**config.mk**
```make
export PLATFORM = sky130hd
export DESIGN_NAME = fetch_stage_ctrl
export DESIGN_NICKNAME = d
export VERILOG_FILES = /design/src/rtl/fetch_stage_ctrl.sv
export SDC_FILE = /design/constraint.sdc
export NUM_CORES = 1
export LEC_CHECK = 0
export BUFFER_PORTS_ARGS = -buffer_cell sky130_fd_sc_hd__buf_2
export CAP_MARGIN = 20
export CORE_ASPECT_RATIO = 1.75
export CORE_MARGIN = 2
export CORE_UTILIZATION = 50
export DETAILED_ROUTE_END_ITERATION = 12
export GPL_ROUTABILITY_DRIVEN = 0
export PLACE_DENSITY = 0.78
export SKIP_LAST_GASP = 1
export SYNTH_ARGS = -nofsm -noshare
export SYNTH_HDL_FRONTEND = slang
export SYNTH_SLANG_ARGS = --single-unit
```
**constraint.sdc**
```tcl
create_clock -name clk_i -period 3.1 [get_ports clk_i]
set_clock_uncertainty 0.1 [all_clocks]
set_input_delay 0.465 -clock clk_i [delete_from_list [all_inputs] [get_ports clk_i]]
set_output_delay 0.465 -clock clk_i [all_outputs]
set_load 0.01 [all_outputs]
```
**src/rtl/fetch_stage_ctrl.sv**
```systemverilog
// fetch_stage_ctrl: instruction-fetch stage of the 5-stage pipeline.
// Holds the program counter and the IF/ID pipeline register, applies the
// stall/flush/redirect controls from hazard detection and execute, and keeps
// saturating stall and flush event counters.
`timescale 1ns/1ps
module fetch_stage_ctrl #(
    parameter logic [31:0] RESET_PC = 32'h0000_0000,
    parameter int          CNT_W    = 16
) (
    input  logic             clk_i,
    input  logic             rst_i,
    input  logic             pcwrite,
    input  logic             ifid_write,
    input  logic             ifid_flush,
    input  logic             branch_taken,
    input  logic [31:0]      branch_target,
    input  logic [31:0]      imem_instr,
    input  logic             cnt_clr,
    output logic [31:0]      pc_o,
    output logic [31:0]      ifid_pc_o,
    output logic [31:0]      ifid_pc4_o,
    output logic [31:0]      ifid_instr_o,
    output logic             ifid_valid_o,
    output logic [CNT_W-1:0] stall_cnt_o,
    output logic [CNT_W-1:0] flush_cnt_o
);

    localparam logic [CNT_W-1:0] CNT_MAX  = {CNT_W{1'b1}};
    localparam logic [CNT_W-1:0] CNT_ZERO = {CNT_W{1'b0}};
    localparam logic [CNT_W-1:0] CNT_ONE  = {{(CNT_W-1){1'b0}}, 1'b1};

    logic [31:0]      pc_q,        pc_d;
    logic [31:0]      ifid_pc_q,   ifid_pc_d;
    logic [31:0]      ifid_pc4_q,  ifid_pc4_d;
    logic [31:0]      ifid_instr_q, ifid_instr_d;
    logic             ifid_valid_q, ifid_valid_d;
    logic [CNT_W-1:0] stall_cnt_q, stall_cnt_d;
    logic [CNT_W-1:0] flush_cnt_q, flush_cnt_d;
    logic             stall_evt_s;

    // A stall cycle is one where the PC is held and no redirect overrides it.
    assign stall_evt_s = ~pcwrite & ~branch_taken;

    // Next PC: a redirect wins over a stall; sequential advance wraps modulo 2^32.
    always_comb begin
        pc_d = pc_q;
        if (branch_taken) begin
            pc_d = {branch_target[31:2], 2'b00};
        end else if (pcwrite) begin
            pc_d = pc_q + 32'd4;
        end else begin
            pc_d = pc_q;
        end
    end

    // Next IF/ID contents: flush inserts a bubble even when the register is held.
    always_comb begin
        ifid_pc_d    = ifid_pc_q;
        ifid_pc4_d   = ifid_pc4_q;
        ifid_instr_d = ifid_instr_q;
        ifid_valid_d = ifid_valid_q;
        if (ifid_flush) begin
            ifid_pc_d    = 32'h0000_0000;
            ifid_pc4_d   = 32'h0000_0000;
            ifid_instr_d = 32'h0000_0000;
            ifid_valid_d = 1'b0;
        end else if (ifid_write) begin
            ifid_pc_d    = pc_q;
            ifid_pc4_d   = pc_q + 32'd4;
            ifid_instr_d = imem_instr;
            ifid_valid_d = 1'b1;
        end else begin
            ifid_pc_d    = ifid_pc_q;
            ifid_pc4_d   = ifid_pc4_q;
            ifid_instr_d = ifid_instr_q;
            ifid_valid_d = ifid_valid_q;
        end
    end

    // Next event counters: clear beats increment, increments saturate at all-ones.
    always_comb begin
        stall_cnt_d = stall_cnt_q;
        flush_cnt_d = flush_cnt_q;
        if (cnt_clr) begin
            stall_cnt_d = CNT_ZERO;
            flush_cnt_d = CNT_ZERO;
        end else begin
            if (stall_evt_s && (stall_cnt_q != CNT_MAX)) begin
                stall_cnt_d = stall_cnt_q + CNT_ONE;
            end else begin
                stall_cnt_d = stall_cnt_q;
            end
            if (ifid_flush && (flush_cnt_q != CNT_MAX)) begin
                flush_cnt_d = flush_cnt_q + CNT_ONE;
            end else begin
                flush_cnt_d = flush_cnt_q;
            end
        end
    end

    // State registers; reset clears everything immediately, discarding pending events.
    always_ff @(posedge clk_i or negedge rst_i) begin
        if (!rst_i) begin
            pc_q         <= RESET_PC;
            ifid_pc_q    <= 32'h0000_0000;
            ifid_pc4_q   <= 32'h0000_0000;
            ifid_instr_q <= 32'h0000_0000;
            ifid_valid_q <= 1'b0;
            stall_cnt_q  <= CNT_ZERO;
            flush_cnt_q  <= CNT_ZERO;
        end else begin
            pc_q         <= pc_d;
            ifid_pc_q    <= ifid_pc_d;
            ifid_pc4_q   <= ifid_pc4_d;
            ifid_instr_q <= ifid_instr_d;
            ifid_valid_q <= ifid_valid_d;
            stall_cnt_q  <= stall_cnt_d;
            flush_cnt_q  <= flush_cnt_d;
        end
    end

    assign pc_o         = pc_q;
    assign ifid_pc_o    = ifid_pc_q;
    assign ifid_pc4_o   = ifid_pc4_q;
    assign ifid_instr_o = ifid_instr_q;
    assign ifid_valid_o = ifid_valid_q;
    assign stall_cnt_o  = stall_cnt_q;
    assign flush_cnt_o  = flush_cnt_q;

endmodule

```
==> results.cfg, run 1 <==
[sta]
worstMarginPinSlew_ns = 0.6510
fin_crit_sh_pct = 81.77
finalHoldViolCount = 0
relSlewSlack_pct = 56.60
holdWs_ns = 0.1409
drv_slew = 0
setup_viol = 0
post-route-min-period_ns = 2.535
rsz0062_at_grt = no
setup-tns-final_ns = 0
fmax_mhz = 394.5

[global_routing]
antenna_found_initial = 1
grt_max_degree = 66
grt_overflow = 0
grt_pass1_wl_um = 34590
track_usage_pct = 26.00
first_global_vias = 6657

[power]
p_leak_nw = 4.639
peakVddDrop_uv = 356.3
p_total_mw = 5.171
cellPowerDensity_mw_per_mm2 = 536.9

[drt]
drtPass1Iterations = 5
viasPerCell = 5.784
first_iter_violations = 375
vias = 6860
postRouteWirelength_um = 21450
drc = 0
antenna_left = 0
routed_wire_length_per_instance_um = 18.09

[logic_synthesis]
netlist_top_cells_area = dfrtp_1 50%, mux2i_1 8.6%, nor2_1 5.6%
synth_common_cells = 156 x dfrtp_1, 117 x nor2_1, 67 x mux2i_1
synthDistinctLibCells = 51
ys.flop_type = dfrtp_1
yosys_register_bits = 156
syn_inst = 788
postSynth.asyncResetShare_pct = 100.0
netlist_area_mm2 = 0.007814
synth.most_common_cell = dfrtp_1
synth_seq_area_share_pct = 49.96
synth_top_area_share_pct = 49.96
synth_edf_count = 0
syn_avg_cell_area_um2 = 9.916
yosys_warnings = 0
yosys.area.top_type = dfrtp_1

[setup_path]
path_class = reg -> reg
end_kind = register
worstPathMaxFanout = 13
critPathMaxStageDelay_ns = 0.68
critPathLaunchType = register
required_ns = 3.32
worstPathArrival_ns = 2.75
slowest_stage = or4_4
critical_path.cell_chain = ha_1 -> nand3_4 -> or4_4 -> or4_1 -> a311oi_1

[final_layout]
fin_util_pct = 62.89
regArea_mm2 = 0.003904
final_cells = 1186
multi_input_area_mm2 = 0.003527
fill_cells = 1341
syn_to_final_growth_pct = 23.27
nets = 1060
layout-drive-gt1-share_pct = 28.93

[floorplan]
die_h_um = 169.4
io_pins = 232
initial_utilization_pct = 51.02
die_area_mm2 = 0.01668
placementRows = 60
core_mm2 = 0.01531
die_x_um = 98.50

[place]
dpl.cell_count = 1152
port_buffers = 227
place_hpwl_um = 15550

[clock_network]
hold_buffers = 1
cts_tree = built
root_buffer = clkbuf_16
cts.clk_slew.worst_paths_ns = 0.08
clock-sinks = 156
clk_path_buf_depth = 2
cts_setup_buffers = 0
clock_latency_ns = 0.42
cts_resized = 0
cts_buffers = 17
h-tree-depth = 4

[outcome]
status = finished clean

[flow_run]
drv_cap = 0

[min_path]
hp-class = in -> reg
report_power, final:
| group | internal, mW | leakage, nW | switching (mW) |
|---|---|---|---|
| Sequential | 2.16 | 2.04 | 0.138 |
| Clock | 1.30 | 0.313 | 0.914 |
| Combinational | 0.266 | 2.29 | 0.393 |
logic make-up after synthesis:
logic type                 after synthesis  synth area share (%)
adders and majority gates                3                0.4804
muxes                                   72                 9.303
AOI/OAI and AO/OA                      139                 11.53
DFF                                    156                 49.96
xor gates and xnor gates                25                 2.802
buffers and inverters                   76                 4.948
and+or+nand+nor                        316                 20.93
other                                    1               0.04799
per-layer routing:
layer	track usage, %	vias up	part of all wire [%]
li1	-	3273	-
met1	29.07	3289	36
met2	47.15	249	54
met3	5.601	49	6.8
met4	11.20	0	3.5
met5	0	-	0
metrics by stage:
stage | instance area (um2) | worst slack [ns]
after floorplan | 7818 | 0.7859
after global placement | 8989 | 0.6071
after detailed placement | 8989 | 0.5724
after CTS | 9629 | 0.5581
after global routing | 9629 | 0.3898
final | 9632 | 0.5651
cells in the final DEF (no fill, tap or decap), drive strengths merged, types with 17 or more instances in the layout:
| cell type | n |
|---|---|
| dfrtp | 156 |
| nand4 | 24 |
| o21ai | 36 |
| o31ai | 24 |
| clkbuf | 17 |
| a311oi | 17 |
| or4 | 35 |
| nor2 | 117 |
| or3 | 22 |
| nand3 | 18 |
| nand2 | 50 |
| buf | 244 |
| mux2i | 67 |
| a21oi | 26 |
worst max-delay path: cells and delay by family (launching register included):
kind,cells,cell delay [ns]
adders and majority gates,1,0.31
and+or+nand+nor,3,1.28
AOI/OAI and AO/OA,1,0.25
DFF,1,0.49
state kept, by name (all words and copies together), names as in the netlist:
register / cells
pc_o: 30
flush_cnt_o: 16
ifid_valid_o: 1
stall_cnt_o: 16
ifid_instr_o: 32
ifid_pc4_o: 30
ifid_pc_o: 31
area by class of cell:
class | instances | area share, %
Antenna cell | 1 | 0.02598
Clock inverter | 15 | 2.130
Timing Repair Buffer | 245 | 13.51
Clock buffer | 17 | 4.417
Inverter | 9 | 0.3507
Tap cell | 186 | 2.416
Multi-Input combinational cell | 557 | 36.62
Sequential cell | 156 | 40.53
path summary, 6_finish.rpt:
check	depth (start not counted)	slack, ns	end	startpoint
worst max-delay path	5	0.57	ifid_pc4_o[30]$_DFFE_PN0P_	pc_o[2]$_DFFE_PN0N_
worst min-delay path	3	0.14	pc_o[24]$_DFFE_PN0N_	branch_target[24]
worst max register to register	5	0.57	ifid_pc4_o[30]$_DFFE_PN0P_	pc_o[2]$_DFFE_PN0N_
worst min register to register	2	0.39	ifid_valid_o$_DFFE_PN0P_	ifid_valid_o$_DFFE_PN0P_
max in group asynchronous	3	1.54	ifid_pc_o[10]$_DFFE_PN0P_	rst_i
min in group asynchronous	2	0.47	stall_cnt_o[0]$_DFFE_PN0P_	rst_i
(Power assumes the default switching activity.)
==> run 2: changes to the inputs <==
--- a/config.mk
+++ b/config.mk
@@ -9,10 +9,10 @@
 export CAP_MARGIN = 20
 export CORE_ASPECT_RATIO = 1.75
 export CORE_MARGIN = 2
-export CORE_UTILIZATION = 50
+export CORE_UTILIZATION = 47
 export DETAILED_ROUTE_END_ITERATION = 12
 export GPL_ROUTABILITY_DRIVEN = 0
-export PLACE_DENSITY = 0.78
+export PLACE_DENSITY = 0.77
 export SKIP_LAST_GASP = 1
 export SYNTH_ARGS = -nofsm -noshare
 export SYNTH_HDL_FRONTEND = slang
==> constraint.sdc (replaced) <==
create_clock -name clk_i -period 2.1 [get_ports clk_i]
set_clock_uncertainty 0.1 [all_clocks]
set_input_delay 0.315 -clock clk_i [delete_from_list [all_inputs] [get_ports clk_i]]
set_output_delay 0.315 -clock clk_i [all_outputs]
set_load 0.01 [all_outputs]
==> run 2 against run 1 <==
  * The run now ends with negative setup slack left
  * Worst hold slack got worse by 0.13 ns
  * Maximum frequency increased by 15%
  * Utilization rose by 1.2 points
  * Sequential power increased by 45%
  * Sequential share of layout area down 3.3 points
  * Global-route usage is 0.36 points higher
  * Clock power is 42% higher
  * Final cell count rose by 10%
==> results.cfg, run 2 (same netlist as run 1, synthesis figures left out) <==
[sta]
setup_viol = 11
worstMarginPinSlew_ns = 0.6130
fmax_mhz = 453.9
rsz0062_at_grt = yes
fin_crit_sh_pct = 104.9
drv_slew = 0
finalHoldViolCount = 0
setup-tns-final_ns = -0.4106
post-route-min-period_ns = 2.203
setup_ws_ns = -0.1030
relSlewSlack_pct = 58.82

[clock_network]
cts.clk_slew.worst_paths_ns = 0.07
h-tree-depth = 4
clk_path_buf_depth = 2
clock_latency_ns = 0.42
cts_tree = built
cts_buffers = 17
root_buffer = clkbuf_16
clock-sinks = 156

[final_layout]
largest_reg_flops = 32
syn_to_final_growth_pct = 34.36
final_cells = 1305
nets = 1142
regArea_mm2 = 0.003910
diodes = 0
fin_util_pct = 64.14
multi_input_area_mm2 = 0.003651
final_common_cell = buf_2
stdcell_area_mm2 = 0.01050
layout-drive-gt1-share_pct = 34.88
final_cell_mix = 224 x buf_2, 151 x dfrtp_1, 117 x nor2_1
fill_cells = 1336

[power]
p_comb_share_pct = 16.2
intPower_mw = 5.576
peakVddDrop_uv = 536.4
cellPowerDensity_mw_per_mm2 = 735.1
p_sw_mw = 2.142
p_leak_nw = 5.030
power.share.sequential_pct = 43.0
clock_power_share_pct = 40.8
p_sw_share_pct = 27.75

[outcome]
failed_checks = negative setup slack
status = finished with violations

[setup_path]
path_depth = 6
cp_common_cell = buf_4
critPathMaxStageDelay_ns = 0.41
worstPathMaxFanout = 5
rr_startpoint = pc_o[7]$_DFFE_PN0N_
reg2reg_setup_slack_ns = -0.10
critPathLaunchType = register
end_kind = register
cp_top_family = simple AND/OR/NAND/NOR gates
crit_buf_inv = 2
r2r_end = ifid_pc4_o[19]$_DFFE_PN0P_
path_class = reg -> reg
rr_worst_depth = 6
critical_path.cell_chain = nand4_1 -> buf_4 -> or3_4 -> buf_4 -> or3_1 -> a311oi_1
worstPathArrival_ns = 2.40
slowest_stage = dfrtp_1
required_ns = 2.30

[drt]
postRouteWirelength_um = 23500
antenna_left = 0
routed_wire_length_per_instance_um = 18.01
first_iter_violations = 475
drc = 0
drtPass1Iterations = 5
vias = 7313
viasPerCell = 5.604

[floorplan]
core_mm2 = 0.01637
die_h_um = 174.6
io_pins = 232
die_x_um = 101.5
die_area_mm2 = 0.01771
initial_utilization_pct = 47.74
placementRows = 62

[global_routing]
grt_max_degree = 51
first_global_vias = 7141
track_usage_pct = 26.35
antenna_found_initial = 0
grt_pass1_wl_um = 36340
grt_overflow = 0

[min_path]
hold_start = branch_target[9]
hp-class = in -> reg
min_path_cells = 3
worst_hold_path.endpoint = pc_o[9]$_DFFE_PN0N_

[place]
place_hpwl_um = 16480
port_buffers = 227
dp_slack_ns = -0.03154
dpl_cell_area_mm2 = 0.009547
dpl.cell_count = 1246

[flow_run]
drv_cap = 0
## run 2: timing repair
| action | 4_1_cts | 5_1_grt |
|---|---|---|
| cloned | 2 | 2 |
| setup endpoints to repair | 7 | 29 |
| pin swaps | 2 | 18 |
| resized for setup | 6 | 15 |
| buffers inserted | 5 | 5 |
| endpoints found under the hold margin | 56 | 0 |
| hold buffers | 13 | 0 |
## run 2: tightest hold or removal path, delay by kind of cell
kind | cells | cell delay, ns
and+or+nand+nor | 1 | 0.04
buffers and inverters | 1 | 0.08
AOI/OAI and AO/OA | 1 | 0.05
## run 2: how the worst max path moves through the flow
stage | start | endpoint | slack [ns]
2_1_floorplan | pc_o[2]$_DFFE_PN0N_ | pc_o[16]$_DFFE_PN0N_ | 0.0003
3_3_place_gp | pc_o[2]$_DFFE_PN0N_ | ifid_pc4_o[25]$_DFFE_PN0P_ | 0.04
3_5_place_dp | pc_o[2]$_DFFE_PN0N_ | ifid_pc4_o[19]$_DFFE_PN0P_ | -0.03
4_1_cts | pc_o[2]$_DFFE_PN0N_ | ifid_pc4_o[19]$_DFFE_PN0P_ | -0.06
5_1_grt | pc_o[12]$_DFFE_PN0N_ | ifid_pc4_o[30]$_DFFE_PN0P_ | -0.13
6_report | pc_o[7]$_DFFE_PN0N_ | ifid_pc4_o[19]$_DFFE_PN0P_ | -0.10
## run 2: area by class of cell
cell class,count,share of cell area (%)
Tap cell,224,2.670
Clock inverter,12,1.299
Sequential cell,156,37.24
Timing Repair Buffer,324,19.25
Inverter,9,0.3218
Clock buffer,20,4.445
Multi-Input combinational cell,560,34.78
## run 2: power by group through the flow
stage                     Combinational, mW  Clock [mW]  Sequential [mW]
after floorplan                       0.509           0             3.46
after global placement                 1.17           0             3.36
after detailed placement               1.19           0             3.37
after CTS                              1.23        3.20             3.32
after global routing                   1.36        3.30             3.34
final                                  1.25        3.15             3.32
## run 2: metal layers
metal	up-vias	track usage (%)	routed length, um
met5	-	0	0
met4	0	12.95	937
met3	52	5.830	1474
met2	275	47.08	12560
met1	3549	28.64	8533
li1	3437	-	-
## run 2: metrics by stage
| stage | hold slack [ns] | power [mW] |
|---|---|---|
| floorplan | -0.08059 | 3.965 |
| global placement | 0.1969 | 4.531 |
| detailed placement | 0.1993 | 4.557 |
| CTS | 0.001320 | 7.740 |
| global route | 0.03514 | 8.004 |
| finish | 0.01431 | 7.718 |
